**config.mk**
```make
export PLATFORM = sky130hd
export DESIGN_NAME = fetch_unit
export DESIGN_NICKNAME = d
export VERILOG_FILES = /design/src/rtl/cpu_pkg.sv /design/src/rtl/irq_latch.sv /design/src/rtl/fetch_unit.sv
export SDC_FILE = /design/constraint.sdc
export NUM_CORES = 1
export LEC_CHECK = 0
export CAP_MARGIN = 20
export CORE_MARGIN = 3
export CORE_UTILIZATION = 25
export DETAILED_ROUTE_END_ITERATION = 7
export GPL_TIMING_DRIVEN = 0
export PLACE_DENSITY_LB_ADDON = 0.2
export SETUP_SLACK_MARGIN = 0.5
export SLEW_MARGIN = 20
export SYNTH_ARGS = -nofsm -noshare
export SYNTH_HDL_FRONTEND = slang
export SYNTH_SLANG_ARGS = --single-unit
```
**constraint.sdc**
```tcl
create_clock -name clk -period 4.1 [get_ports clk]
set_input_delay 0.41 -clock clk [delete_from_list [all_inputs] [get_ports clk]]
set_output_delay 0.41 -clock clk [all_outputs]
set_load 0.005 [all_outputs]
```
**src/rtl/cpu_pkg.sv**
```systemverilog
// Shared CPU definitions: opcodes, control-unit state encodings and
// next-PC select codes used by the fetch stage and the control unit.
package cpu_pkg;

  // Opcode field is instruction bits [15:10]
  localparam logic [5:0] OP_NOP  = 6'b000000;
  localparam logic [5:0] OP_JMP  = 6'b110000;
  localparam logic [5:0] OP_CALL = 6'b110001;
  localparam logic [5:0] OP_RET  = 6'b110010;
  localparam logic [5:0] OP_RETI = 6'b110011;
  localparam logic [5:0] OP_LDM  = 6'b101000;

  // Interrupt sequence states; INT_ACCEPT means the CU took the request
  localparam logic [1:0] INT_IDLE    = 2'b00;
  localparam logic [1:0] INT_ACCEPT  = 2'b01;
  localparam logic [1:0] INT_PUSH_HI = 2'b10;
  localparam logic [1:0] INT_PUSH_LO = 2'b11;

  // RET / RETI sequence states; zero is always idle
  localparam logic [2:0] RET_IDLE  = 3'b000;
  localparam logic [2:0] RET_POP1  = 3'b001;
  localparam logic [2:0] RET_POP2  = 3'b010;
  localparam logic [2:0] RET_LOAD  = 3'b011;
  localparam logic [2:0] RETI_IDLE = 3'b000;
  localparam logic [2:0] RETI_POP1 = 3'b001;
  localparam logic [2:0] RETI_POP2 = 3'b010;
  localparam logic [2:0] RETI_LOAD = 3'b011;

  // Next-PC select
  localparam logic [1:0] JS_SEQ = 2'b00;
  localparam logic [1:0] JS_JMP = 2'b01;
  localparam logic [1:0] JS_INT = 2'b10;
  localparam logic [1:0] JS_RET = 2'b11;

endpackage

```
**src/rtl/irq_latch.sv**
```systemverilog
// Interrupt request latch: rising-edge detect on irq, sticky pending flag
// cleared on CU acceptance, and masking while RET/RETI/CALL/interrupt
// sequences are in flight.
module irq_latch
  import cpu_pkg::*;
(
  input  logic       clk,
  input  logic       rst_n,
  input  logic       irq,
  input  logic [1:0] inter_state_after,
  input  logic [1:0] inter_state_before,
  input  logic [2:0] ret_state_before,
  input  logic [2:0] reti_state_before,
  input  logic       inst_before_call,
  output logic       interrupt
);

  logic irq_q;
  logic irq_pending;
  logic irq_rise;

  assign irq_rise = irq & ~irq_q;

  // Edge detect and pending flag; a new edge wins over a same-cycle clear
  always_ff @(posedge clk or negedge rst_n) begin
    if (!rst_n) begin
      irq_q       <= 1'b0;
      irq_pending <= 1'b0;
    end else begin
      irq_q       <= irq;
      irq_pending <= irq_rise | (irq_pending & (inter_state_after != INT_ACCEPT));
    end
  end

  // Masked, not dropped: the request waits until every sequence is idle
  assign interrupt = irq_pending & ~|ret_state_before & ~|reti_state_before
                   & ~inst_before_call & ~|inter_state_before;

endmodule

```
**src/rtl/fetch_unit.sv**
```systemverilog
// Fetch stage: owns the PC, the IF/ID buffer, the registered CU sequence
// states, the second-CALL-cycle flag and the interrupt latch.
module fetch_unit
  import cpu_pkg::*;
#(
  parameter int              PC_W     = 32,
  parameter int              INSTR_W  = 16,
  parameter logic [PC_W-1:0] RESET_PC = '0
) (
  input  logic               clk,
  input  logic               rst_n,
  input  logic               irq,
  output logic [PC_W-1:0]    imem_addr,
  input  logic [INSTR_W-1:0] imem_data,
  input  logic               pc_enable,
  input  logic               f_d_buffer_enable,
  input  logic               flush,
  input  logic [1:0]         jump_sel,
  input  logic [PC_W-1:0]    jump_target,
  input  logic [PC_W-1:0]    int_vector,
  input  logic [PC_W-1:0]    ret_addr,
  input  logic               branch_taken,
  input  logic [PC_W-1:0]    branch_target,
  input  logic               call_decoded,
  input  logic [1:0]         inter_state_after,
  input  logic [2:0]         ret_state_after,
  input  logic [2:0]         reti_state_after,
  output logic [INSTR_W-1:0] fd_instr,
  output logic [INSTR_W-1:0] fd_imm,
  output logic [PC_W-1:0]    fd_pc_next,
  output logic               fd_valid,
  output logic               interrupt,
  output logic               inst_before_call,
  output logic [1:0]         inter_state_before,
  output logic [2:0]         ret_state_before,
  output logic [2:0]         reti_state_before
);

  logic [PC_W-1:0] pc;
  logic [PC_W-1:0] pc_plus1;
  logic [PC_W-1:0] pc_sel;

  assign imem_addr = pc;
  assign pc_plus1  = pc + PC_W'(1);

  // Control-unit jump select
  always_comb begin
    pc_sel = pc_plus1;
    case (jump_sel)
      JS_SEQ:  pc_sel = pc_plus1;
      JS_JMP:  pc_sel = jump_target;
      JS_INT:  pc_sel = int_vector;
      JS_RET:  pc_sel = ret_addr;
      default: pc_sel = pc_plus1;
    endcase
  end

  // PC register: a resolved branch overrides any CU stall
  always_ff @(posedge clk or negedge rst_n) begin
    if (!rst_n) begin
      pc <= RESET_PC;
    end else if (branch_taken) begin
      pc <= branch_target;
    end else if (pc_enable) begin
      pc <= pc_sel;
    end
  end

  // IF/ID buffer; a flushed word is kept as the LDM immediate
  always_ff @(posedge clk or negedge rst_n) begin
    if (!rst_n) begin
      fd_instr   <= '0;
      fd_imm     <= '0;
      fd_pc_next <= RESET_PC;
      fd_valid   <= 1'b0;
    end else if (branch_taken) begin
      fd_instr <= '0;
      fd_valid <= 1'b0;
    end else if (f_d_buffer_enable && flush) begin
      fd_instr <= '0;
      fd_valid <= 1'b0;
      fd_imm   <= imem_data;
    end else if (f_d_buffer_enable) begin
      fd_instr   <= imem_data;
      fd_pc_next <= pc_plus1;
      fd_valid   <= 1'b1;
    end
  end

  // CU sequence states delayed by one cycle, plus the CALL second-cycle flag
  always_ff @(posedge clk or negedge rst_n) begin
    if (!rst_n) begin
      inter_state_before <= INT_IDLE;
      ret_state_before   <= RET_IDLE;
      reti_state_before  <= RETI_IDLE;
      inst_before_call   <= 1'b0;
    end else begin
      inter_state_before <= inter_state_after;
      ret_state_before   <= ret_state_after;
      reti_state_before  <= reti_state_after;
      inst_before_call   <= call_decoded & ~inst_before_call;
    end
  end

  irq_latch u_irq_latch (
    .clk                (clk),
    .rst_n              (rst_n),
    .irq                (irq),
    .inter_state_after  (inter_state_after),
    .inter_state_before (inter_state_before),
    .ret_state_before   (ret_state_before),
    .reti_state_before  (reti_state_before),
    .inst_before_call   (inst_before_call),
    .interrupt          (interrupt)
  );

endmodule

```
==> impl_metrics.py, run 1 <==
metrics = {
    "logic_synthesis": {
        "synth_edf_count": 0,
        "ys.flop_type": "dfrtp_1",
        "syn_inst": 580,
        "ys_types": 64,
        "netlist_area_um2": 5819,
        "ys_ff_latch": 108,
        "syn-num-nets": 743,
        "synth.top_cell.area_share_pct": 46.44,
        "syn_avg_cell_area_um2": 10.03,
        "yosysWarnings": 0,
        "synthArstFlopShare_pct": 100.0,
        "ys_seq_area_share_pct": 46.44,
        "synthTopCellsByArea": "dfrtp_1, mux2_2, a21oi_1, o21ai_0, mux2i_1",
        "yosysTopAreaCell": "dfrtp_1",
    },
    "sta": {
        "skew_ns": 0.007317,
        "max_slew_margin_pct": 33.30,
        "layout_setup_ws_ns": 1.359,
        "finalMaxSlewViolations": 0,
        "period_minus_slack_ns": 2.741,
        "fmax_ghz": 0.3649,
        "worst_pin_slew_ns": 0.9983,
        "post-route-period-util_pct": 66.85,
        "setup-violations-final": 0,
        "finalHoldViolations": 0,
        "rsz0062_at_grt": "false",
    },
    "global_route": {
        "globalRouteOverflowTotal": 0,
        "antenna_found_initial": 0,
        "grt_pass1_wl_um": 38490,
        "grtUsageTotal_pct": 21.00,
        "first_global_vias": 5979,
        "grt_max_degree": 58,
    },
    "critical_path": {
        "r2r-start": "imem_addr[0]$_DFFE_PN0P_",
        "required_ns": 4.31,
        "ff2ff_path_depth": 6,
        "r2r_end": "imem_addr[22]$_DFFE_PN0P_",
        "startpoint_type": "primary input",
        "reg2reg_slack_ns": 1.37,
        "end_kind": "flip-flop",
        "crit_type": "primary input to flip-flop",
        "crit_arrival_ns": 2.95,
        "worst-path-max-fanout": 10,
    },
    "finish": {
        "fin_nets": 1019,
        "synthToLayoutAreaGrowth_pct": 57.60,
        "antenna_cells": 0,
        "drive_above_1_share_pct": 8.140,
        "stdcell_count": 1173,
    },
    "die": {
        "die_h_um": 158.6,
        "initial_core_util_pct": 25.55,
        "num_rows": 55,
        "boundaryPins": 269,
        "die_w_um": 158.6,
        "die-area_um2": 25140,
        "core_area_um2": 22780,
    },
    "power": {
        "peakVddDrop_mv": 0.1600,
        "p_sw_uw": 958.5,
        "power_frac_seq_pct": 42.6,
        "intPower_uw": 2169,
        "power_uw": 3128,
        "p_clk_share_pct": 28.1,
        "share_comb_of_total_power_pct": 29.3,
        "cellPowerDensity_nw_per_um2": 341.0,
        "power.leakage_uw": 0.003530,
        "switching_share_pct": 30.65,
    },
    "place": {
        "gp_congestion": 0.8320,
        "port_buffers": 264,
        "post-place-ws_ns": 0.8912,
        "dp.cells": 1158,
        "dp_hpwl_um": 20980,
    },
    "clock_network": {
        "cts_buffers": 9,
        "cts.repair.resized": 0,
        "clock_sinks": 108,
        "clockBufferDepth": 2,
        "holdBufCountCts": 0,
        "ctsHtreeMaxLevel": 3,
        "insertion_delay_ns": 0.36,
        "cts.root.buffer_cell": "clkbuf_16",
        "cts_tree": "yes",
        "post_cts_buffers": 0,
        "path_clk_slew_ns": 0.08,
    },
    "route": {
        "drt-pass1-iter-count": 5,
        "dr_total_vias": 5935,
        "drc_errors": 0,
        "drt-initial-drc-count": 294,
        "via_per_inst": 5.060,
        "drt-total-wl_um": 27000,
        "postRouteAntennaNets": 0,
        "wire_per_inst_um": 23.02,
    },
    "min_path": {
        "hold_class": "primary input to asynchronous set/reset pin",
    },
    "run_status": {
        "outcome": "finished clean",
    },
    "flow_run": {
        "max_cap_violations": 0,
    },
}
-- power by group through the flow --
stage,clock network (µW),registers [µW],logic (µW)
after CTS,908,1330,932
after global placement,0,1350,922
after global routing,941,1350,994
final,880,1330,916
after detailed placement,0,1350,927
after floorplan,0,1340,304
-- state kept, by name (all words and copies together), names as in the netlist --
register	cells
imem_addr	32
fd_imm	16
fd_instr	16
inter_state_before	2
reti_state_before	3
fd_pc_next	32
inst_before_call	1
u_irq_latch.irq_q	1
fd_valid	1
ret_state_before	3
u_irq_latch.irq_pending	1
-- worst max-delay path, stage by stage --
cell and delay (ns):
clkdlybuf4s50_1 0.49, nor3b_1 0.82, clkbuf_1 0.57, clkbuf_1 0.52, a21oi_1 0.14
-- Yosys cell counts (all sizes together) (3+ instances only) --
cell type  number
clkbuf         32
a21oi          60
nor3            9
and3            4
a31oi           5
nand3b          3
a22oi           7
nor2b          11
nand4           9
nand2          27
inv            17
a221o           4
o22ai           3
nand2b          4
or4             3
o211ai          4
o221ai         16
xor2            8
mux2           34
nor4           12
and4            5
nor3b          11
buf             7
xnor2          15
nand3          13
dfrtp         108
a22o           16
o21ai          40
mux2i          18
nor2           38
-- per-stage QoR --
step                      area, µm²  hold slack [ns]  util, %  setup TNS, ns
after floorplan                5819           0.1144        -              0
after global placement         8853           0.4055    38.87        -215.19
after detailed placement       8889           0.4101    39.02              0
after CTS                      9171          0.03679    40.26              0
after global routing           9171          0.04879    40.26              0
final                          9171          0.02244    40.26              0
-- final cells by class --
type	count	area, µm²
clock buffer	9	225.2
multi-input combinational	415	2899
clock inverter	6	57.56
tap	313	391.6
buffer	39	156.4
fill	2309	13610
timing repair buffer	265	2671
inverter	18	67.56
sequential	108	2703
-- routing by layer --
layer  GRT usage (%)  part of all wire [%]
met5               0                     0
met4           5.899                   1.8
met3           4.811                   8.5
met2           35.30                    47
met1           27.14                    43
-- logic make-up (layout without fill, tap and decap cells) --
| group | after synthesis | count (layout) | share of synthesized area (%) |
|---|---|---|---|
| fa+ha+maj | 1 | 1 | 0.2150 |
| compound gates | 178 | 178 | 19.78 |
| simple gates | 159 | 159 | 15.80 |
| flops | 108 | 108 | 46.44 |
| buf+inv | 57 | 337 | 3.849 |
| xor+xnor | 23 | 23 | 3.462 |
| mux | 54 | 54 | 10.45 |
-- worst max path at each step --
stage                                 endpoint  slack [ns]                      from  depth (start not counted)
detailed placement  fd_pc_next[15]$_DFFE_PN0P_        0.89         f_d_buffer_enable                          5
CTS                 fd_pc_next[15]$_DFFE_PN0P_        1.28         f_d_buffer_enable                          5
finish              fd_pc_next[15]$_DFFE_PN0P_        1.36         f_d_buffer_enable                          5
global placement     fd_pc_next[9]$_DFFE_PN0P_       -2.00                     rst_n                          1
floorplan            imem_addr[20]$_DFFE_PN0P_        1.87  imem_addr[0]$_DFFE_PN0P_                          7
global route        fd_pc_next[10]$_DFFE_PN0P_        1.07         f_d_buffer_enable                          5
-- cell usage in the layout (no fill, tap or decap), types with 7 or more instances in the layout --
master	instances
nor4_1	7
nor3b_1	11
a22o_1	16
xor2_1	8
clkbuf_1	31
o221ai_1	15
nand2_1	27
dfrtp_1	108
nand3_1	12
mux2_2	34
nor2b_1	11
nor2_1	38
a21oi_1	60
clkbuf_16	9
nor3_1	9
xnor2_1	15
o21ai_0	37
clkdlybuf4s50_1	263
a22oi_1	7
inv_1	17
nand4_1	9
mux2i_1	18
No activity file was read; power rests on OpenSTA's default activity.
==> inputs of run 2 (changes only) <==
==> constraint.sdc (replaced) <==
create_clock -name clk -period 2.55 [get_ports clk]
set_input_delay 0.255 -clock clk [delete_from_list [all_inputs] [get_ports clk]]
set_output_delay 0.255 -clock clk [all_outputs]
set_load 0.005 [all_outputs]
==> run 2 against run 1 <==
- final area is 5.3% higher
- first-iteration DRC count increased by 2.0%
- global-route usage shrank 0.32 points
- worst hold slack improved by 0.30 ns
- worst setup slack worse by 0.94 ns
- clock power grew 61%
- sequential cell count did not move
- die area unchanged
- critical endpoint is now fd_pc_next[20]$_DFFE_PN0P_
==> impl_metrics.py, run 2 (synthesized netlist as in run 1, its figures left out) <==
metrics = {
    "finish": {
        "antenna_cells": 0,
        "fin_nets": 1045,
        "drive_above_1_share_pct": 16.57,
        "synthToLayoutAreaGrowth_pct": 65.88,
        "final_cell_mix": "clkdlybuf4s50_1, dfrtp_1, a21oi_1, nor2_1, mux2_2",
        "fin_util_pct": 42.38,
        "layout_commonest_cell": "clkdlybuf4s50_1",
        "stdcell_count": 1200,
        "n_fill_cell": 2274,
        "final_area_um2": 9653,
    },
    "die": {
        "die_w_um": 158.6,
        "core_area_um2": 22780,
        "num_rows": 55,
        "die-area_um2": 25140,
        "initial_core_util_pct": 25.55,
        "die_h_um": 158.6,
        "boundaryPins": 269,
    },
    "power": {
        "intPower_uw": 3542,
        "p_clk_share_pct": 27.8,
        "share_comb_of_total_power_pct": 30.1,
        "cellPowerDensity_nw_per_um2": 529.0,
        "power_frac_seq_pct": 42.1,
        "peakVddDrop_mv": 0.2900,
        "switching_share_pct": 30.64,
        "power.leakage_uw": 0.003805,
        "p_sw_uw": 1564,
    },
    "critical_path": {
        "reg2reg_slack_ns": 0.42,
        "cp_cell_sequence": "ha_4, nand4_1, buf_6, or4_4, buf_8, o31a_1, nor3b_1, nor2_1",
        "end_kind": "flip-flop",
        "ff2ff_path_depth": 8,
        "startpoint_type": "flip-flop",
        "worst-path-max-fanout": 6,
        "crit_path_max_incr_delay_ns": 0.52,
        "crit_arrival_ns": 2.39,
        "required_ns": 2.81,
        "crit_slowest_cell": "or4_4",
        "crit_type": "flip-flop to flip-flop",
    },
    "clock_network": {
        "cts_tree": "yes",
        "path_clk_slew_ns": 0.08,
        "clockBufferDepth": 2,
        "clock_sinks": 108,
        "cts.root.buffer_cell": "clkbuf_16",
        "cts_buffers": 9,
        "ctsHtreeMaxLevel": 3,
        "insertion_delay_ns": 0.37,
    },
    "min_path": {
        "worstHoldPathCells": 1,
        "hold_class": "primary input to flip-flop",
    },
    "route": {
        "drt-initial-drc-count": 300,
        "wire_per_inst_um": 22.33,
        "dr_total_vias": 6013,
        "postRouteAntennaNets": 0,
        "drt-total-wl_um": 26800,
        "drt-pass1-iter-count": 5,
        "via_per_inst": 5.011,
        "drc_errors": 0,
    },
    "global_route": {
        "antenna_found_initial": 3,
        "first_global_vias": 6092,
        "grt_max_degree": 71,
        "globalRouteOverflowTotal": 0,
        "grtUsageTotal_pct": 20.69,
        "grt_pass1_wl_um": 38060,
    },
    "place": {
        "dp_hpwl_um": 20640,
        "dp.cells": 1158,
        "gp_congestion": 0.8465,
        "port_buffers": 264,
        "post-place-ws_ns": -0.4349,
        "place_area_um2": 8910,
    },
    "sta": {
        "skew_ns": 0.006808,
        "worst_pin_slew_ns": 0.9313,
        "setup-violations-final": 0,
        "finalMaxSlewViolations": 0,
        "fin_tns_setup_ns": 0,
        "layout_setup_ws_ns": 0.4190,
        "post-route-period-util_pct": 83.57,
        "finalHoldViolations": 0,
        "max_slew_margin_pct": 37.91,
        "period_minus_slack_ns": 2.131,
        "fmax_ghz": 0.4693,
        "rsz0062_at_grt": "true",
    },
    "run_status": {
        "outcome": "finished clean",
    },
    "flow_run": {
        "max_cap_violations": 0,
    },
}
run 2: changes by cell type in the layout (fill, tap and decap cells not counted), sizes merged:
cell / before / now
inv: 19 / 20
clkdlybuf4s50: 263 / 262
clkbuf: 41 / 43
buf: 9 / 34
clkinvlp: 0 / 1
clkinv: 5 / 3
dlygate4sd3: 0 / 1
run 2: layer usage:
layer	GRT usage [%]	vias to the layer above	share of wire (%)
met5	0	-	0.10
met4	5.326	6	1.9
met3	6.197	36	9.6
met2	34.21	293	47
met1	26.48	2902	42
li1	-	2776	-
run 2: stage by stage:
step                total power (µW)  hold WS [ns]
floorplan                       2648      -0.04059
global placement                3647        0.4072
detailed placement              3662        0.1918
CTS                             5143        0.3156
global route                    5364        0.3194
finish                          5106        0.3241
run 2: power by group through the flow:
| stage | combinational (µW) | sequential [µW] | clock [µW] |
|---|---|---|---|
| after detailed placement | 1480 | 2180 | 0 |
| final | 1540 | 2150 | 1420 |
| after global placement | 1470 | 2180 | 0 |
| after global routing | 1670 | 2190 | 1510 |
| after floorplan | 491 | 2160 | 0 |
| after CTS | 1540 | 2150 | 1460 |
run 2: worst paths after layout:
kind,from,endpoint
worst max-delay path,imem_addr[0]$_DFFE_PN0P_,fd_pc_next[20]$_DFFE_PN0P_
max in group asynchronous,rst_n,imem_addr[9]$_DFFE_PN0P_
worst max register to register,imem_addr[0]$_DFFE_PN0P_,fd_pc_next[20]$_DFFE_PN0P_
worst min-delay path,ret_state_after[1],ret_state_before[1]$_DFF_PN0_
worst min register to register,u_irq_latch.irq_q$_DFF_PN0_,u_irq_latch.irq_pending$_DFF_PN0_
min in group asynchronous,rst_n,fd_imm[8]$_DFFE_PN0P_
run 2: final cells by class:
cell class | instances | area [µm²] | share of cell area [%]
timing repair buffer | 291 | 2872 | 29.75
tap | 313 | 391.6 | 4.057
multi-input combinational | 415 | 3120 | 32.33
inverter | 18 | 67.56 | 0.6999
clock buffer | 10 | 229.0 | 2.372
buffer | 39 | 200.2 | 2.074
sequential | 108 | 2716 | 28.14
clock inverter | 6 | 56.30 | 0.5833
run 2: critical path, delay by kind of cell, from the launching register on:
kind	cells	cell delay, ns
and+or+nand+nor	4	0.89
DFF	1	0.41
buffers and inverters	2	0.31
AOI/OAI and AO/OA	1	0.26
adders and majority gates	1	0.16
run 2: timing repair:
| action | CTS | global route |
|---|---|---|
| pin swaps | 19 | 17 |
| hold buffers | 1 | 0 |
| buffers inserted | 21 | 4 |
| gates resized for setup | 44 | 37 |
| hold endpoints to repair | 38 | 0 |
| setup endpoints to repair | 67 | 61 |
==> inputs of run 3 (changes only) <==
==> constraint.sdc (replaced) <==
create_clock -name clk -period 1.75 [get_ports clk]
set_input_delay 0.175 -clock clk [delete_from_list [all_inputs] [get_ports clk]]
set_output_delay 0.175 -clock clk [all_outputs]
set_load 0.005 [all_outputs]
==> run 3 against run 2 <==
- the run now ends with negative setup slack left
- maximum frequency is 0.22% higher
- clock-buffer cell count up 1
- final area rose by 14%
- critical endpoint is now fd_pc_next[24]$_DFFE_PN0P_
- core utilization is 5.8 points higher
- via count up 7.3%
- clock power up 57%
- global-route usage increased by 1.5 points
- combinational power grew 74%
- worst hold slack lost 0.075 ns
- register-to-register slack lost 0.80 ns
- sequential cell count did not move
==> impl_metrics.py, run 3 (synthesized netlist as in run 1, its figures left out) <==
metrics = {
    "route": {
        "via_per_inst": 4.979,
        "wire_per_inst_um": 22.42,
        "wl_met3_um": 2370,
        "wl_met2_um": 13980,
        "drc_errors": 0,
        "dr_total_vias": 6453,
        "dr.max_layer_used": "met5",
        "drt-met1-wl_um": 12150,
        "postRouteAntennaNets": 0,
        "drt-initial-drc-count": 349,
        "drt-pass1-iter-count": 5,
        "drt-total-wl_um": 29060,
    },
    "sta": {
        "layout_setup_ws_ns": -0.3764,
        "finalHoldViolations": 0,
        "worst_pin_slew_ns": 0.8297,
        "rsz0062_at_grt": "true",
        "period_minus_slack_ns": 2.126,
        "finalMaxSlewViolations": 0,
        "skew_ns": 0.01639,
        "fmax_ghz": 0.4703,
        "post-route-period-util_pct": 121.5,
        "max_slew_margin_pct": 44.69,
        "setup-violations-final": 42,
    },
    "flow_run": {
        "max_cap_violations": 0,
    },
    "global_route": {
        "grt_pass1_wl_um": 40930,
        "globalRouteOverflowTotal": 0,
        "antenna_found_initial": 1,
        "grtUsageTotal_pct": 22.17,
        "first_global_vias": 6599,
        "grt_max_degree": 73,
    },
    "power": {
        "peakVddDrop_mv": 0.4345,
        "p_sw_uw": 2464,
        "p_clk_share_pct": 27.9,
        "power_frac_seq_pct": 38.5,
        "share_comb_of_total_power_pct": 33.5,
        "cellPowerDensity_nw_per_um2": 728.5,
        "power.leakage_uw": 0.004752,
        "intPower_uw": 5532,
        "switching_share_pct": 30.81,
    },
    "clock_network": {
        "cts.root.buffer_cell": "clkbuf_16",
        "cts_buffers": 9,
        "insertion_delay_ns": 0.37,
        "ctsHtreeMaxLevel": 3,
        "cts_tree": "yes",
        "clock_sinks": 108,
        "path_clk_slew_ns": 0.08,
        "clockBufferDepth": 2,
    },
    "finish": {
        "antenna_cells": 0,
        "layout_commonest_cell": "clkdlybuf4s50_1",
        "fin_nets": 1141,
        "synthToLayoutAreaGrowth_pct": 88.58,
        "fin_util_pct": 48.18,
        "final_cell_mix": "clkdlybuf4s50_1, dfrtp_1, buf_4, dlygate4sd2_1, buf_6",
        "drive_above_1_share_pct": 35.20,
    },
    "min_path": {
        "hold_class": "primary input to flip-flop",
    },
    "run_status": {
        "outcome": "finished with violations",
        "violations": "negative setup slack",
    },
    "critical_path": {
        "end_kind": "flip-flop",
        "crit_arrival_ns": 2.37,
        "required_ns": 1.99,
        "startpoint_type": "flip-flop",
        "worst-path-max-fanout": 6,
        "crit_type": "flip-flop to flip-flop",
    },
    "die": {
        "core_area_um2": 22780,
        "die-area_um2": 25140,
        "num_rows": 55,
        "boundaryPins": 269,
        "die_h_um": 158.6,
        "initial_core_util_pct": 25.55,
        "die_w_um": 158.6,
    },
    "place": {
        "post-place-ws_ns": -0.8523,
        "dp_hpwl_um": 20820,
        "port_buffers": 264,
        "gp_congestion": 0.8179,
    },
}
==> run 3: changes by cell type in the layout (fill, tap and decap cells not counted), moves of 11 or more <==
cell	previous run	this run
xnor2_2	4	15
o21ai_1	9	20
dlygate4sd2_1	0	74
buf_4	23	74
clkbuf_1	21	9
o21ai_0	30	15
clkdlybuf4s50_1	262	158
xnor2_1	11	0
buf_6	3	64
==> run 3: power by group through the flow <==
| stage | combinational [µW] | sequential [µW] | clock, µW |
|---|---|---|---|
| 6_report | 2680 | 3080 | 2230 |
| 4_1_cts | 2540 | 3070 | 2280 |
| 3_3_place_gp | 2200 | 3170 | 0 |
| 3_5_place_dp | 2220 | 3180 | 0 |
| 2_1_floorplan | 777 | 3150 | 0 |
| 5_1_grt | 2880 | 3120 | 2350 |
==> run 3: critical path, stage by stage, from the launching register on <==
cell and delay (ns):
dfrtp_2 0.39, ha_4 0.17, nand4_1 0.22, or4_4 0.50
buf_12 0.16, nor4_4 0.22, buf_4 0.17, xnor2_2 0.10
a21oi_1 0.08
==> run 3: final timing paths <==
check,slack (ns),cells after the start,endpoint,startpoint
max in group asynchronous,0.72,3,imem_addr[8]$_DFFE_PN0P_,rst_n
worst min register to register,0.42,1,u_irq_latch.irq_pending$_DFF_PN0_,u_irq_latch.irq_q$_DFF_PN0_
min in group asynchronous,0.28,2,fd_instr[10]$_DFFE_PN0P_,rst_n
worst max-delay path,-0.38,8,fd_pc_next[24]$_DFFE_PN0P_,imem_addr[1]$_DFFE_PN0P_
worst max register to register,-0.38,8,fd_pc_next[24]$_DFFE_PN0P_,imem_addr[1]$_DFFE_PN0P_
worst min-delay path,0.25,1,ret_state_before[0]$_DFF_PN0_,ret_state_after[0]
==> run 3: final cells by class <==
| cell class | instances | area (µm²) |
|---|---|---|
| tap | 313 | 391.6 |
| buffer | 39 | 329.1 |
| fill | 2201 | 11800 |
| clock buffer | 11 | 242.7 |
| sequential | 108 | 2729 |
| timing repair buffer | 387 | 3641 |
| inverter | 18 | 67.56 |
| clock inverter | 5 | 67.56 |
| multi-input combinational | 415 | 3506 |
==> run 3: routing by layer <==
layer  global-route usage [%]  vias to the layer above
met5                        0                        -
met4                    6.473                        2
met3                    5.029                       34
met2                    37.90                      292
met1                    28.03                     3150
li1                         -                     2975
==> run 3: repair_timing <==
action / CTS / global route
buffers inserted: 100 / 19
cloned: 1 / 0
setup endpoints to repair: 191 / 100
hold buffers: 1 / 0
pin swaps: 43 / 35
endpoints found under the hold margin: 36 / 0
resized for setup: 309 / 70
==> run 3: metrics by stage <==
step	setup TNS, ns	area, µm²	std cells	total power, µW	hold slack, ns
after global routing	-13.08	10970	1296	8358	0.2360
after detailed placement	-21.00	9189	1159	5406	0.1099
after CTS	-6.422	10580	1277	7895	0.2328
final	-9.434	10970	1296	7995	0.2491
after global placement	-469.04	9156	1157	5379	0.4060
after floorplan	-3.862	6122	580	3926	-0.1206
